## src/rtl/dispatch_pkg.sv

```systemverilog
// rtl/dispatch_pkg.sv - shared types and constants for the dispatch queue
// Purpose: default geometry, pointer/count widths and the buffered entry type.
// Ports: none (package).
package dispatch_pkg;

  localparam int OPCODE_W    = 7;
  localparam int PRF_W       = 6;
  localparam int DQ_DEPTH_D  = 8;
  localparam int DQ_PTR_W    = $clog2(DQ_DEPTH_D);
  localparam int DQ_CNT_W    = $clog2(DQ_DEPTH_D + 1);

  typedef struct packed {
    logic [OPCODE_W-1:0] op;
    logic                prs1_v;
    logic                prs2_v;
    logic                prd_v;
    logic [PRF_W-1:0]    prs1;
    logic [PRF_W-1:0]    prs2;
    logic [PRF_W-1:0]    prd;
  } dq_entry_t;

endpackage

```

## src/rtl/dispatch_queue_popcount_lane.sv

```systemverilog
// rtl/dispatch_queue_popcount_lane.sv - valid-lane counter with packing check
// Purpose: counts set lanes of a valid vector and reports whether the lanes
//   are packed from lane 0 (no clear lane below a set lane).
// Ports: valid (in, N), cnt (out, number of set lanes), packed_ok (out).
module popcount_lane
  import dispatch_pkg::*;
#(
  parameter int N = 4
) (
  input  logic [N-1:0]               valid,
  output logic [$clog2(N+1)-1:0]     cnt,
  output logic                       packed_ok
);

  localparam int CW = $clog2(N + 1);

  always_comb begin
    cnt       = '0;
    packed_ok = 1'b1;
    for (int i = 0; i < N; i++) begin
      cnt = cnt + CW'(valid[i]);
    end
    for (int i = 1; i < N; i++) begin
      if (valid[i] && !valid[i-1]) packed_ok = 1'b0;
    end
  end

endmodule

```

## src/rtl/dispatch_queue.sv

```systemverilog
// rtl/dispatch_queue.sv - in-order buffer between rename and the CIQ
// Purpose: circular FIFO taking up to INSTR_NUM renamed instructions per cycle
//   and dispatching up to INSTR_NUM per cycle, limited by CIQ credits, each
//   dispatched lane stamped with a wrapping age.
// Ports: clk, rst (async, active-high), flush; in_valid/in_ready and per-lane
//   in_* fields from rename; ciq_free_cnt credits; out_valid, per-lane out_*
//   fields and out_age to the CIQ; dq_count occupancy.
// Macro DQ_STALL_CNT_EN: adds stall_cnt, a saturating count of cycles with
//   buffered work but zero CIQ credit (cleared by rst only).
module dispatch_queue
  import dispatch_pkg::*;
#(
  parameter int INSTR_NUM = 4,
  parameter int DQ_DEPTH  = 8,
  parameter int CIQ_DEPTH = 16,
  parameter int OPCODE    = OPCODE_W,
  parameter int PRF_WIDTH = PRF_W,
  parameter int AGE_WIDTH = 5
) (
  input  logic                                  clk,
  input  logic                                  rst,
  input  logic                                  flush,
  input  logic [INSTR_NUM-1:0]                  in_valid,
  output logic                                  in_ready,
  input  logic [INSTR_NUM-1:0][OPCODE-1:0]      in_op,
  input  logic [INSTR_NUM-1:0]                  in_prs1_v,
  input  logic [INSTR_NUM-1:0]                  in_prs2_v,
  input  logic [INSTR_NUM-1:0]                  in_prd_v,
  input  logic [INSTR_NUM-1:0][PRF_WIDTH-1:0]   in_prs1,
  input  logic [INSTR_NUM-1:0][PRF_WIDTH-1:0]   in_prs2,
  input  logic [INSTR_NUM-1:0][PRF_WIDTH-1:0]   in_prd,
  input  logic [$clog2(CIQ_DEPTH+1)-1:0]        ciq_free_cnt,
  output logic [INSTR_NUM-1:0]                  out_valid,
  output logic [INSTR_NUM-1:0][OPCODE-1:0]      out_op,
  output logic [INSTR_NUM-1:0]                  out_prs1_v,
  output logic [INSTR_NUM-1:0]                  out_prs2_v,
  output logic [INSTR_NUM-1:0]                  out_prd_v,
  output logic [INSTR_NUM-1:0][PRF_WIDTH-1:0]   out_prs1,
  output logic [INSTR_NUM-1:0][PRF_WIDTH-1:0]   out_prs2,
  output logic [INSTR_NUM-1:0][PRF_WIDTH-1:0]   out_prd,
  output logic [INSTR_NUM-1:0][AGE_WIDTH-1:0]   out_age,
  output logic [$clog2(DQ_DEPTH+1)-1:0]         dq_count
`ifdef DQ_STALL_CNT_EN
  ,
  output logic [31:0]                           stall_cnt
`endif
);

  localparam int PTR_W = $clog2(DQ_DEPTH);
  localparam int CNT_W = $clog2(DQ_DEPTH + 1);
  localparam int EW    = $clog2(INSTR_NUM + 1);

  dq_entry_t             mem [DQ_DEPTH];
  logic [PTR_W-1:0]      head, tail;
  logic [CNT_W-1:0]      count;
  logic [AGE_WIDTH-1:0]  age_cnt;
  logic [EW-1:0]         enq_num;
  logic                  lanes_packed;
  logic                  enq_fire;
  logic [CNT_W-1:0]      deq_num;

  popcount_lane #(.N(INSTR_NUM)) u_popcount (
    .valid     (in_valid),
    .cnt       (enq_num),
    .packed_ok (lanes_packed)
  );

  // Readiness looks at registered occupancy only, so a full group always fits.
  assign in_ready = (CNT_W'(DQ_DEPTH) - count) >= CNT_W'(INSTR_NUM);
  assign enq_fire = in_ready && (|in_valid) && !flush;
  assign dq_count = count;

  // n = min(count, INSTR_NUM, ciq_free_cnt), forced to 0 during flush.
  always_comb begin
    deq_num = count;
    if (deq_num > CNT_W'(INSTR_NUM)) deq_num = CNT_W'(INSTR_NUM);
    if (32'(ciq_free_cnt) < 32'(deq_num)) deq_num = CNT_W'(ciq_free_cnt);
    if (flush) deq_num = '0;
  end

  always_ff @(posedge clk or posedge rst) begin
    if (rst) begin
      head    <= '0;
      tail    <= '0;
      count   <= '0;
      age_cnt <= '0;
    end else if (flush) begin
      head    <= '0;
      tail    <= '0;
      count   <= '0;
      age_cnt <= '0;
    end else begin
      head    <= head + PTR_W'(deq_num);
      tail    <= tail + (enq_fire ? PTR_W'(enq_num) : '0);
      count   <= count + (enq_fire ? CNT_W'(enq_num) : '0) - deq_num;
      age_cnt <= age_cnt + AGE_WIDTH'(deq_num);
    end
  end

  // Entry storage carries no reset; unread entries are masked at the outputs.
  always_ff @(posedge clk) begin
    if (enq_fire) begin
      for (int i = 0; i < INSTR_NUM; i++) begin
        if (in_valid[i]) begin
          mem[tail + PTR_W'(i)] <= '{op: in_op[i], prs1_v: in_prs1_v[i],
                                     prs2_v: in_prs2_v[i], prd_v: in_prd_v[i],
                                     prs1: in_prs1[i], prs2: in_prs2[i],
                                     prd: in_prd[i]};
        end
      end
    end
  end

  always_comb begin
    dq_entry_t e;
    e = '0;
    for (int i = 0; i < INSTR_NUM; i++) begin
      out_valid[i]  = CNT_W'(i) < deq_num;
      e             = out_valid[i] ? mem[head + PTR_W'(i)] : '0;
      out_op[i]     = e.op;
      out_prs1_v[i] = e.prs1_v;
      out_prs2_v[i] = e.prs2_v;
      out_prd_v[i]  = e.prd_v;
      out_prs1[i]   = e.prs1;
      out_prs2[i]   = e.prs2;
      out_prd[i]    = e.prd;
      out_age[i]    = out_valid[i] ? age_cnt + AGE_WIDTH'(i) : '0;
    end
  end

  // Rename must present valid lanes packed from lane 0.
  assert property (@(posedge clk) disable iff (rst) (|in_valid) |-> lanes_packed);

`ifdef DQ_STALL_CNT_EN
  always_ff @(posedge clk or posedge rst) begin
    if (rst) begin
      stall_cnt <= '0;
    end else if ((count != '0) && (ciq_free_cnt == '0) && (stall_cnt != '1)) begin
      stall_cnt <= stall_cnt + 32'd1;
    end
  end
`endif

endmodule

```

## config.mk

```make
export PLATFORM = sky130hd
export DESIGN_NAME = dispatch_queue
export DESIGN_NICKNAME = d
export VERILOG_FILES = /design/src/rtl/dispatch_pkg.sv /design/src/rtl/dispatch_queue_popcount_lane.sv /design/src/rtl/dispatch_queue.sv
export SDC_FILE = /design/constraint.sdc
export NUM_CORES = 1
export LEC_CHECK = 0
export CAP_MARGIN = 20
export CORE_AREA = 2 2 273 275
export CTS_BUF_LIST = sky130_fd_sc_hd__clkbuf_4
export DETAILED_ROUTE_END_ITERATION = 12
export DIE_AREA = 0 0 275 277
export SYNTH_ARGS = -nofsm -noshare
export SYNTH_HDL_FRONTEND = slang
export SYNTH_HIERARCHICAL = 1
export SYNTH_SLANG_ARGS = --single-unit
```

## constraint.sdc

```tcl
create_clock -name clk -period 4.6 [get_ports clk]
set_clock_uncertainty 0.1 [all_clocks]
set_input_delay 0.46 -clock clk [delete_from_list [all_inputs] [get_ports clk]]
set_output_delay 0.46 -clock clk [all_outputs]
set_load 0.005 [all_outputs]
```

Word-level counts from Yosys, hierarchy flattened
Memories as Yosys holds them, arrays and structs flattened.
Cells that the tools add are included.
- memories: 1
- memory bits (writable): 224
- word-level logic and storage cells: 63
- register bits: 15
- output and inout bits: 141
- memories (memory ; depth ; bits a word ; read ports ; clocked after memory_dff ; wr ports ; line ; source):
    mem ; 8 ; 28 ; 4 ; 0 ; 4 ; dispatch_queue.sv:53 ; dq_entry_t mem [DQ_DEPTH];
- reductions and logical operators: 4
- add/subtract/negate cells: 18
- $lt $le $gt $ge: 7
- mux-type cells: 29
- operators with widths (cell ; number):
    $mux 28 ; 4
    $mux 5 ; 5
    $mux 4 ; 4
    $add 3x2->3 const B ; 4
    $mux 1 ; 12
    $mux 3 ; 4
    $add 5x2->5 const B ; 2
    $lt 1x4->1 const A ; 2
    $lt 2x4->1 const A ; 2
    $add 3x1->3 ; 2
    $add 3x1->3 const B ; 2
    $add 3x3->3 ; 2
    $add 5x1->5 const B ; 1
    $add 5x4->5 ; 1
    $lt 5x4->1 ; 1
    $add 4x3->4 ; 1
    $ge 4x3->1 const B ; 1
    $gt 4x3->1 const B ; 1
    $reduce_or 4->1 ; 1
    $sub 4x4->4 ; 1
    $sub 4x4->4 const A ; 1
    $add 1x1->2 ; 1
    $logic_and 1x1->1 ; 2
    $logic_not 1->1 ; 1

Logic depth before layout (Yosys ltp)
- word-level depth: 8
- depth in mapped cells: 19

Modules after synthesis
Netlist, hierarchy kept.
- modules (own cells, without submodules) (module ; cells each ; area an instance (µm²) ; times used):
    dispatch_queue ; 2149 ; 21759.6 ; 1
    popcount_lane ; 11 ; 88.8 ; 1

Worst setup path after synthesis
Ideal clock, no wire load.
- path kind: register to register
- start: register tail[0]
- end: memory mem[4][0] (netlist name) (enable)
- path buffers: 5
- arrival time: 4.530 ns
- stages on the path, launching flop included: 11
- required time: 4.035 ns
- path slack: -0.495 ns
- cell sequence: dfrtp_1 -> buf_2 -> inv_1 -> clkbuf_1 -> clkbuf_1 -> ha_1 -> nor2b_1 -> nand2_1 -> clkbuf_1 -> clkbuf_1 -> a311oi_1
- RTL lines (item ; line ; source):
    start, declared ; dispatch_queue.sv:54 ; logic [PTR_W-1:0] head, tail;
    start signal, assigned ; dispatch_queue.sv:94 ; tail <= tail + (enq_fire ? PTR_W'(enq_num) : '0);
    end, declared ; dispatch_queue.sv:53 ;

==> summary.md <==
| Metric | Value |
|---|---|
| Fin. Hold Viols | 0 |
| Root buf cell | clkbuf_4 |
| Worst EP arrival | 3.82 ns |
| Status | finished clean |
| GRT Total Usage | 25.7% |
| Tcrit/Tclk final | 95.1% |
| DR vias | 21,600 |
| F_max | 229 MHz |
| Initial Utilization | 29.7% |
| Synth Cell Area | 21,800 um^2 |
| Syn Inst Count | 2,157 |
| Placed wire-length estimate | 65,700 um |
| Startpoint Class | register |
| Largest net degree at the start of global routing | 93 |
| Post-placement cell count | 3,151 |
| Psw | 6.20 mW |
| Pwr/cell area | 546 nW/um^2 |
| Total power | 14.4 mW |
| Iter 0 DRT Violations | 3,583 |
| Initial antenna violation count | 18 |
| Pre-CTS worst setup slack | 0.473 ns |
| DRC | 0 |
| Worst-path maximum fanout | 46 |
| Class of the worst hold path | input port to register |
| CTS tree | done |
| Die Wd | 275 um |
| Core ar. | 73,600 um^2 |
| Worst R2R Setup Slack | 0.82 ns |
| Max Cap Violations | 0 |
| H-tree depth | 3 |
| # rows | 100 |
| Multi-input logic area | 13,400 um^2 |
| Crit path time final | 4.38 ns |
| Top Ports | 265 |
| Synth-to-layout area growth | 20.9% |
| Port bufs | 264 |
| Final worst slack | 0.225 ns |
| Critical Path Start | dq_count[2] |
| WP data required | 4.04 ns |
| Worst Path Class, Setup | register to output pin |
| Crit-path cells | nor2_4 -> nand2_1 -> ha_1 -> nand4b_1 -> a31oi_1 -> o31a_1 -> a21oi_4 -> buf_12 -> clkbuf_16 -> a21oi_1 -> clkdlybuf4s50_1 |
| Avg Cell Area, Syn | 10.1 um^2 |
| Register area | 7110 um^2 |
| R2r endpoint | dq_count[3] |
| Worst r2r src | dq_count[2] |
| Detailed Route WL | 101,000 um |
| Die Area | 76,200 um^2 |
| Syn Nets | 2,311 |
| RePlAce Congestion | 0.920 |
| Layout Nets | 2,412 |
| FILL cells | 7,230 |
| Skew-Pair Late Insertion Delay | 0.76 ns |
| Final Slew Violations | 0 |
| GRT overflow | 0 |
| Clk sinks | 239 |
| Warnings from Yosys | 6 |
| Actual slew at the worst max-slew pin | 1.22 ns |
| Rel. slew slack | 18.7% |
| CP peak stage delay | 0.53 ns |
| VDD IR-drop max | 0.000242 V |
| Leakage | 8.66 nW |
| Clk buf depth | 3 |
| Sequential power share | 25.3% |
| R2R cell count | 16 |
| Die span in y | 277 um |
| Logic pwr share | 59.7% |
| Most frequent cells in the layout | nand2_1, clkdlybuf4s50_1, edfxtp_1 |
| Net Sw Frac | 43.0% |
| CP endpoint kind | output pin |
| Pint | 8.21 mW |
| Fin Setup TNS | 0 ns |
| # setup viols final | 0 |
| WL/cell | 30.9 um |
| RSZ-0062 raised after global routing | yes |
| CTS buffer count | 67 |
| Post-DP Area | 25,300 um^2 |
| Routed vias/inst | 6.59 |
| Clock power share | 15.0% |
| First-pass GRT wire length | 144,000 um |
| Critical-path top delay cell | clkdlybuf4s50_1 |
| Crit path to | out_prs1[6] |
| Vias in the first global route | 21,100 |
| Most common cell after layout, fill and taps aside | nand2_1 |
| Share of cells above drive strength 1 | 22.8% |
| Fin cells | 3,282 |
| Clock transition at path regs | 0.06 ns |
| Final instance area | 26,400 um^2 |
| ANT nets after route | 0 |
| Drt pass-1 iters | 6 |
sequential cells by signal, summed over array words and instances (netlist names):
| register | cells |
|---|---|
| mem | 224 |
| head | 3 |
| dq_count | 4 |
| tail | 3 |
| age_cnt | 5 |
per-layer routing:
metal,routed length [um],global-route usage (%)
met2,46100,39.6
met1,36100,32.1
met5,204,0.321
met3,13400,7.01
met4,5590,14.8
through the flow:
stage	hold slack [ns]	util [%]
floorplan	0.261	-
global placement	0.550	34.4
detailed placement	0.553	34.4
CTS	0.303	35.7
global route	0.392	35.8
finish	0.377	35.9
worst max-delay path, delay by kind of cell, from the launching register on:
kind / cells / cell delay [ns]
AO/OA/AOI/OAI: 4 / 0.85
adder cells (fa/ha/maj): 1 / 0.31
buffers and inverters: 3 / 0.87
flip-flops: 1 / 0.49
AND/OR/NAND/NOR: 3 / 0.45
power by group through the flow:
stage	clock network, mW	registers (mW)	logic, mW
final	2.16	3.65	8.60
after global placement	0	3.62	8.28
after global routing	2.28	3.71	9.03
after CTS	2.18	3.64	8.44
after detailed placement	0	3.68	8.40
after floorplan	0	3.43	5.10
worst min-delay path by stage:
stage,from,cells past startpoint,slack (ns),to
global route,ciq_free_cnt[3],4,0.39,dq_count[3]
global placement,age_cnt[4],2,0.55,age_cnt[4]
finish,ciq_free_cnt[3],4,0.38,dq_count[3]
detailed placement,age_cnt[4],2,0.55,age_cnt[4]
CTS,ciq_free_cnt[3],4,0.30,dq_count[3]
floorplan,rst,1,0.26,age_cnt[0]
final cells by class:
type	instances	share of cell area (%)
inverter	28	0.398
clock buffer	92	2.62
multi-input combinational	1554	50.8
clock inverter	21	0.735
timing repair buffer	368	13.7
sequential	239	27.0
tap	969	4.60
antenna	11	0.104
timing repair:
action | in CTS | in global routing
gates resized for setup | 2 | 12
endpoints found under the hold margin | 15 | 0
hold buffers | 1 | 0
setup endpoints to repair | 92 | 136
pin swaps | 1 | 0
buffers inserted | 2 | 2
gates cloned | 0 | 1
Note: power is estimated with default switching activity, not from simulation.
